<file path="src/rtl/feistel_decrypt.sv">
// Blowfish 16-round Feistel decryption core reading P-array and S-boxes from two read-only SRAMs.
// Optional FEISTEL_DECRYPT_BIDIR_EN adds an `encrypt` input that runs the same engine forwards.
module feistel_decrypt #(
    parameter int P_ARRAY_OFFSET = 4000
) (
    input  logic        clk,
    input  logic        reset,
    input  logic        start,
    input  logic [31:0] L,
    input  logic [31:0] R,
`ifdef FEISTEL_DECRYPT_BIDIR_EN
    input  logic        encrypt,
`endif
    output logic [11:0] addr_a,
    input  logic [31:0] data_a,
    output logic        cs_a_l,
    output logic        we_a_l,
    output logic        oe_a_l,
    output logic [11:0] addr_b,
    input  logic [31:0] data_b,
    output logic        cs_b_l,
    output logic        we_b_l,
    output logic        oe_b_l,
    output logic [31:0] resultL,
    output logic [31:0] resultR,
    output logic        done
);

    localparam logic [11:0] OFF = 12'(P_ARRAY_OFFSET);

    typedef enum logic [2:0] {WAIT, PXOR, SB01, SB23, FMIX, FINAL, DONE} state_t;

    state_t      state;
    logic [31:0] lr, rr, f_r;
    logic [4:0]  rc;
    logic [4:0]  next_rc;
    logic        more_rounds;
    logic        rd_a, rd_b;
    logic        enc_r;
    logic        start_enc;

`ifdef FEISTEL_DECRYPT_BIDIR_EN
    assign start_enc = encrypt;
`else
    assign enc_r     = 1'b0;
    assign start_enc = 1'b0;
`endif

    // Decrypt walks P17 down to P2, encrypt walks P0 up to P15.
    assign next_rc     = enc_r ? rc + 5'd1 : rc - 5'd1;
    assign more_rounds = enc_r ? (rc < 5'd15) : (rc > 5'd2);

    always_comb begin
        rd_a   = 1'b0;
        rd_b   = 1'b0;
        addr_a = 12'd0;
        addr_b = 12'd0;
        case (state)
            WAIT: begin
                if (start) begin
                    rd_a   = 1'b1;
                    addr_a = start_enc ? OFF : OFF + 12'd17;
                end
            end
            SB01: begin
                rd_a   = 1'b1;
                rd_b   = 1'b1;
                addr_a = {4'd0, lr[31:24]};
                addr_b = 12'd256 + {4'd0, lr[23:16]};
            end
            SB23: begin
                rd_a   = 1'b1;
                rd_b   = 1'b1;
                addr_a = 12'd512 + {4'd0, lr[15:8]};
                addr_b = 12'd768 + {4'd0, lr[7:0]};
            end
            FMIX: begin
                rd_a = 1'b1;
                if (more_rounds) begin
                    addr_a = OFF + {7'd0, next_rc};
                end else begin
                    rd_b   = 1'b1;
                    addr_a = enc_r ? OFF + 12'd16 : OFF + 12'd1;
                    addr_b = enc_r ? OFF + 12'd17 : OFF;
                end
            end
            default: ;
        endcase
    end

    assign cs_a_l = ~rd_a;
    assign oe_a_l = ~rd_a;
    assign we_a_l = 1'b1;
    assign cs_b_l = ~rd_b;
    assign oe_b_l = ~rd_b;
    assign we_b_l = 1'b1;

    always_ff @(posedge clk) begin
        if (reset) begin
            state   <= WAIT;
            lr      <= 32'd0;
            rr      <= 32'd0;
            f_r     <= 32'd0;
            rc      <= 5'd0;
            resultL <= 32'd0;
            resultR <= 32'd0;
            done    <= 1'b0;
`ifdef FEISTEL_DECRYPT_BIDIR_EN
            enc_r   <= 1'b0;
`endif
        end else begin
            done <= 1'b0;
            case (state)
                WAIT: begin
                    if (start) begin
                        lr    <= L;
                        rr    <= R;
                        rc    <= start_enc ? 5'd0 : 5'd17;
`ifdef FEISTEL_DECRYPT_BIDIR_EN
                        enc_r <= encrypt;
`endif
                        state <= PXOR;
                    end
                end
                PXOR: begin
                    lr    <= lr ^ data_a;
                    state <= SB01;
                end
                SB01: state <= SB23;
                SB23: begin
                    f_r   <= data_a + data_b;
                    state <= FMIX;
                end
                FMIX: begin
                    lr <= rr ^ ((f_r ^ data_a) + data_b);
                    rr <= lr;
                    if (more_rounds) begin
                        rc    <= next_rc;
                        state <= PXOR;
                    end else begin
                        state <= FINAL;
                    end
                end
                // Output pairing undoes the swap performed by the last FMIX.
                FINAL: begin
                    resultR <= lr ^ data_a;
                    resultL <= rr ^ data_b;
                    done    <= 1'b1;
                    state   <= DONE;
                end
                DONE:    state <= WAIT;
                default: state <= WAIT;
            endcase
        end
    end

endmodule

</file>
<file path="config.mk">
export PLATFORM = sky130hd
export DESIGN_NAME = feistel_decrypt
export DESIGN_NICKNAME = d
export VERILOG_FILES = /design/src/rtl/feistel_decrypt.sv
export SDC_FILE = /design/constraint.sdc
export NUM_CORES = 1
export LEC_CHECK = 0
export ABC_AREA = 1
export BUFFER_PORTS_ARGS = -buffer_cell sky130_fd_sc_hd__buf_2
export CAP_MARGIN = 15
export CORE_MARGIN = 3
export CORE_UTILIZATION = 35
export CTS_CLUSTER_SIZE = 30
export DETAILED_ROUTE_END_ITERATION = 6
export HOLD_SLACK_MARGIN = 0.15
export PLACE_DENSITY_LB_ADDON = 0.05
export SYNTH_ARGS = -nofsm -noshare
export SYNTH_HDL_FRONTEND = slang
export SYNTH_SLANG_ARGS = --single-unit
</file>
<file path="constraint.sdc">
create_clock -name clk -period 2.4 [get_ports clk]
set_input_delay 0.24 -clock clk [delete_from_list [all_inputs] [get_ports clk]]
set_output_delay 0.24 -clock clk [all_outputs]
set_load 0.01 [all_outputs]
</file>
==> impl_summary.txt <==
----------------------------------------------------
[Floorplanning]
  Top-Level Pins ... 226
  Starting utilization of the core area ... 35.8%
  Y dimension of the die ... 195 µm
  Num rows ... 68
  Overall die area ... 37800 µm²
  Die outline width ... 195 µm
  Area of the core region ... 34800 µm²

[Critical path]
  Element type at the critical path start ... flop
  CP peak stage delay ... 0.33 ns
  Reg-to-reg startpoint ... f_r[1]
  Arrival time at the worst endpoint ... 2.02 ns
  Category of the worst setup path capture point ... output port
  Reg2Reg Capture Point ... lr[19]
  R2R depth ... 11
  Data required time of the critical path ... 2.16 ns
  Cell mode on critical path ... sky130_fd_sc_hd__inv_1
  Critical Path, Cell by Cell ... inv_1 > ha_1 > o211ai_1 > inv_1 > o21ai_0 > nand4_1 > buf_2
  Largest driver fanout on the critical path ... 7
  Setup slack on the worst flop-to-flop path ... 0.18 ns
  Cell at the slowest stage of the critical path ... sky130_fd_sc_hd__o211ai_1
  WS Path Type ... flop to output port
  Crit path from ... rc[0]

[Synthesis]
  Synthesized area divided by synthesized cell count ... 6.43 µm²
  Adder-Cell Fraction of Synth Area ... 7.06%
  Number of enable flip-flop cells after synthesis ... 0
  Total number of yosys warnings ... 0
  Part of the Yosys area used for sequential elements ... 27.2%
  Post-synthesis instance total ... 1936
  Share of cell area taken by muxes after synthesis ... 0%
  Number of different library cells in the post-synthesis netlist ... 41
  Simple-gate share of the synthesized area ... 25.3%
  Synthesized flop and latch total ... 169
  Ys flop type ... sky130_fd_sc_hd__dfxtp_1
  Compound-Gate Fraction of Synth Area ... 19.4%
  Share of async-settable or async-resettable flops after synthesis ... 0%
  Share of the synthesized netlist area taken by xor and xnor gates ... 9.78%
  Summed instance area of the synthesized netlist ... 12400 µm²
  Main combinational cell family by area after synthesis ... simple AND/OR/NAND/NOR gates

[Timing]
  Count of final hold-check violations ... 0
  Worst max-slew margin expressed relative to the limit ... 55.5%
  Measured slew at the worst slew-check pin ... 0.663 ns
  Minimum period implied by the final worst setup slack ... 2.26 ns
  Fin. max-slew vios ... 0
  RSZ-0062 raised after global routing ... false
  Sum Neg Setup Slack ... 0 ns
  Final setup violating endpoints ... 0
  Clock skew ... 0.0140 ns
  Achievable frequency ... 443 MHz
  Tcrit/Tclk final ... 94.0%

[Placed design]
  Routability Congestion ... 0.922
  DPL Wire Length ... 42.3 mm
  Count of port buffers added during placement ... 223
  Cell Area, Placed ... 14100 µm²

[Clock tree]
  Clock-pin slew reported for the worst setup and hold paths after clock tree synthesis ... 0.07 ns
  Clock tree from TritonCTS ... yes
  Clk sinks ... 169
  Number of CTS-inserted buffers ... 17
  Clock latency of the later-clocked register in the worst-skew pair ... 0.46 ns
  Max Buffers Root-to-Sink ... 2
  Maximum level of the CTS H-tree ... 4
  Clk Tree Root Cell ... sky130_fd_sc_hd__clkbuf_16

[Cells and area]
  Highest-count cells in the layout ignoring fill and taps ... sky130_fd_sc_hd__nand2_1, sky130_fd_sc_hd__inv_1, sky130_fd_sc_hd__buf_2
  Fraction of final layout cells with drive strength greater than 1 ... 15.2%
  Number of nets in the layout ... 2408
  Most common cell after layout, fill and taps aside ... sky130_fd_sc_hd__nand2_1
  Number of antenna diodes ... 0
  Final instance area ... 15400 µm²
  Area growth from synthesis to layout ... 23.4%

[Run status]
  Result of the run ... finished, final reports clean

[Worst hold path]
  Hold path start ... data_b[18]
  Hold Path Depth ... 3
  Class of the most critical hold timing path ... input port to flop
  Hold Crit Endpoint ... resultL[18]

[Detailed routing]
  Total detailed-routing wirelength ... 52.5 mm
  Remaining antenna violation count ... 0
  DRC Markers ... 0
  Average wire per standard cell ... 19.6 µm
  Via/cell ratio ... 5.00
  Iteration-0 DRC count of the detailed router ... 1016
  First-pass iteration count of the detailed router ... 5
  Count of vias placed by the detailed router ... 13400

[Power]
  Cell Pwr Density ... 616 nW/µm²
  Static leakage power ... 7.98 nW
  Worst supply voltage drop on vdd ... 0.538 mV

[Global route]
  Total GRT Usage ... 26.9%
  Wire length of the first global-routing pass ... 77.5 mm
  Vias in the first global route ... 12700
  GR Overflow Total ... 0
  Maximum number of pins on one net before global-route repair ... 124
  Number of antenna violations at the first check in global routing ... 0

[Job]
  Total of max-cap violations ... 0

----------------------------------------------------
[cell usage after synthesis (all sizes together), types with 8 or more instances]
master	number	share of area, %
or2	8	0.40
nand3	91	3.7
buf	40	1.8
o21ai	163	6.6
o221ai	27	1.9
xnor2	62	4.4
a31oi	13	0.65
inv	282	8.5
nand4	13	0.65
nor2	179	5.6
ha	67	6.7
nand2	469	14
xor2	77	5.4
a21oi	193	7.8
nor3	9	0.40
dfxtp	169	27
clkbuf	32	0.97
[sequential cells by signal, summed over array words and instances (netlist names)]
register / count
rr: 32
rc: 5
state: 3
done: 1
resultR: 32
lr: 32
resultL: 32
f_r: 32
[stage by stage]
| stage | utilization [%] | setup WS, ns | power (mW) | hold WS (ns) | cells |
|---|---|---|---|---|---|
| global placement | 40.6 | 0.0868 | 6.57 | 0.480 | 2579 |
| global route | 44.1 | 0.0000562 | 9.99 | 0.163 | 2674 |
| finish | 44.1 | 0.145 | 9.46 | 0.169 | 2674 |
| detailed placement | 40.6 | 0.0326 | 6.56 | 0.486 | 2579 |
| floorplan | - | 0.489 | 5.37 | 0.401 | 1937 |
| CTS | 43.9 | 0.0181 | 9.47 | 0.152 | 2668 |
[power breakdown]
group / switching [mW] / total (mW) / internal [mW] / leakage, nW
sequential: 0.353 / 3.39 / 3.04 / 1.38
clock: 1.33 / 2.82 / 1.49 / 0.264
combinational: 2.05 / 3.24 / 1.19 / 6.34
[cell type report]
class	count	area, µm²
Clock inverter	11	116
Clock buffer	19	453
Sequential cell	169	3380
Timing Repair Buffer	324	2070
Tap cell	455	569
Fill cell	3793	19400
Inverter	282	1060
Multi-Input combinational cell	1414	7700
[worst max-delay path, delay by kind of cell, from the launching register on]
kind | cells | cell delay [ns]
AND/OR/NAND/NOR | 1 | 0.13
flip-flops | 1 | 0.31
adder cells (fa/ha/maj) | 1 | 0.22
AO/OA/AOI/OAI | 2 | 0.51
buffers and inverters | 3 | 0.40
[cells by family after synthesis]
family | count (synthesis)
flip-flops | 169
adder cells (fa/ha/maj) | 69
AND/OR/NAND/NOR | 774
XOR/XNOR | 139
AO/OA/AOI/OAI | 430
other | 1
buffers and inverters | 354
[what timing repair did]
item / 4_1_cts / 5_1_grt
buffers inserted: 1 / 6
pin swaps: 0 / 3
resized for setup: 2 / 7
hold buffers: 58 / 0
setup endpoints to repair: 3 / 16
endpoints found under the hold margin: 58 / 0
[worst max-delay path by stage]
| stage | endpoint | slack (ns) | cells after the start |
|---|---|---|---|
| after detailed placement | f_r[16] | 0.03 | 12 |
| final | addr_a[0] | 0.14 | 7 |
| after floorplan | lr[24] | 0.49 | 14 |
| after global placement | f_r[16] | 0.09 | 12 |
| after CTS | addr_a[4] | 0.02 | 8 |
| after global routing | addr_a[0] | 0.00006 | 7 |
[routing by layer]
layer | share of wire [%] | vias to the layer above | wire [µm] | track usage, %
met1 | 50 | 6097 | 26000 | 39.8
met5 | 0 | - | 0 | 0
met2 | 43 | 425 | 22500 | 41.2
met3 | 5.5 | 55 | 2910 | 3.47
met4 | 2.1 | 0 | 1100 | 7.21
li1 | - | 6789 | - | -
(Power assumes the default switching activity.)
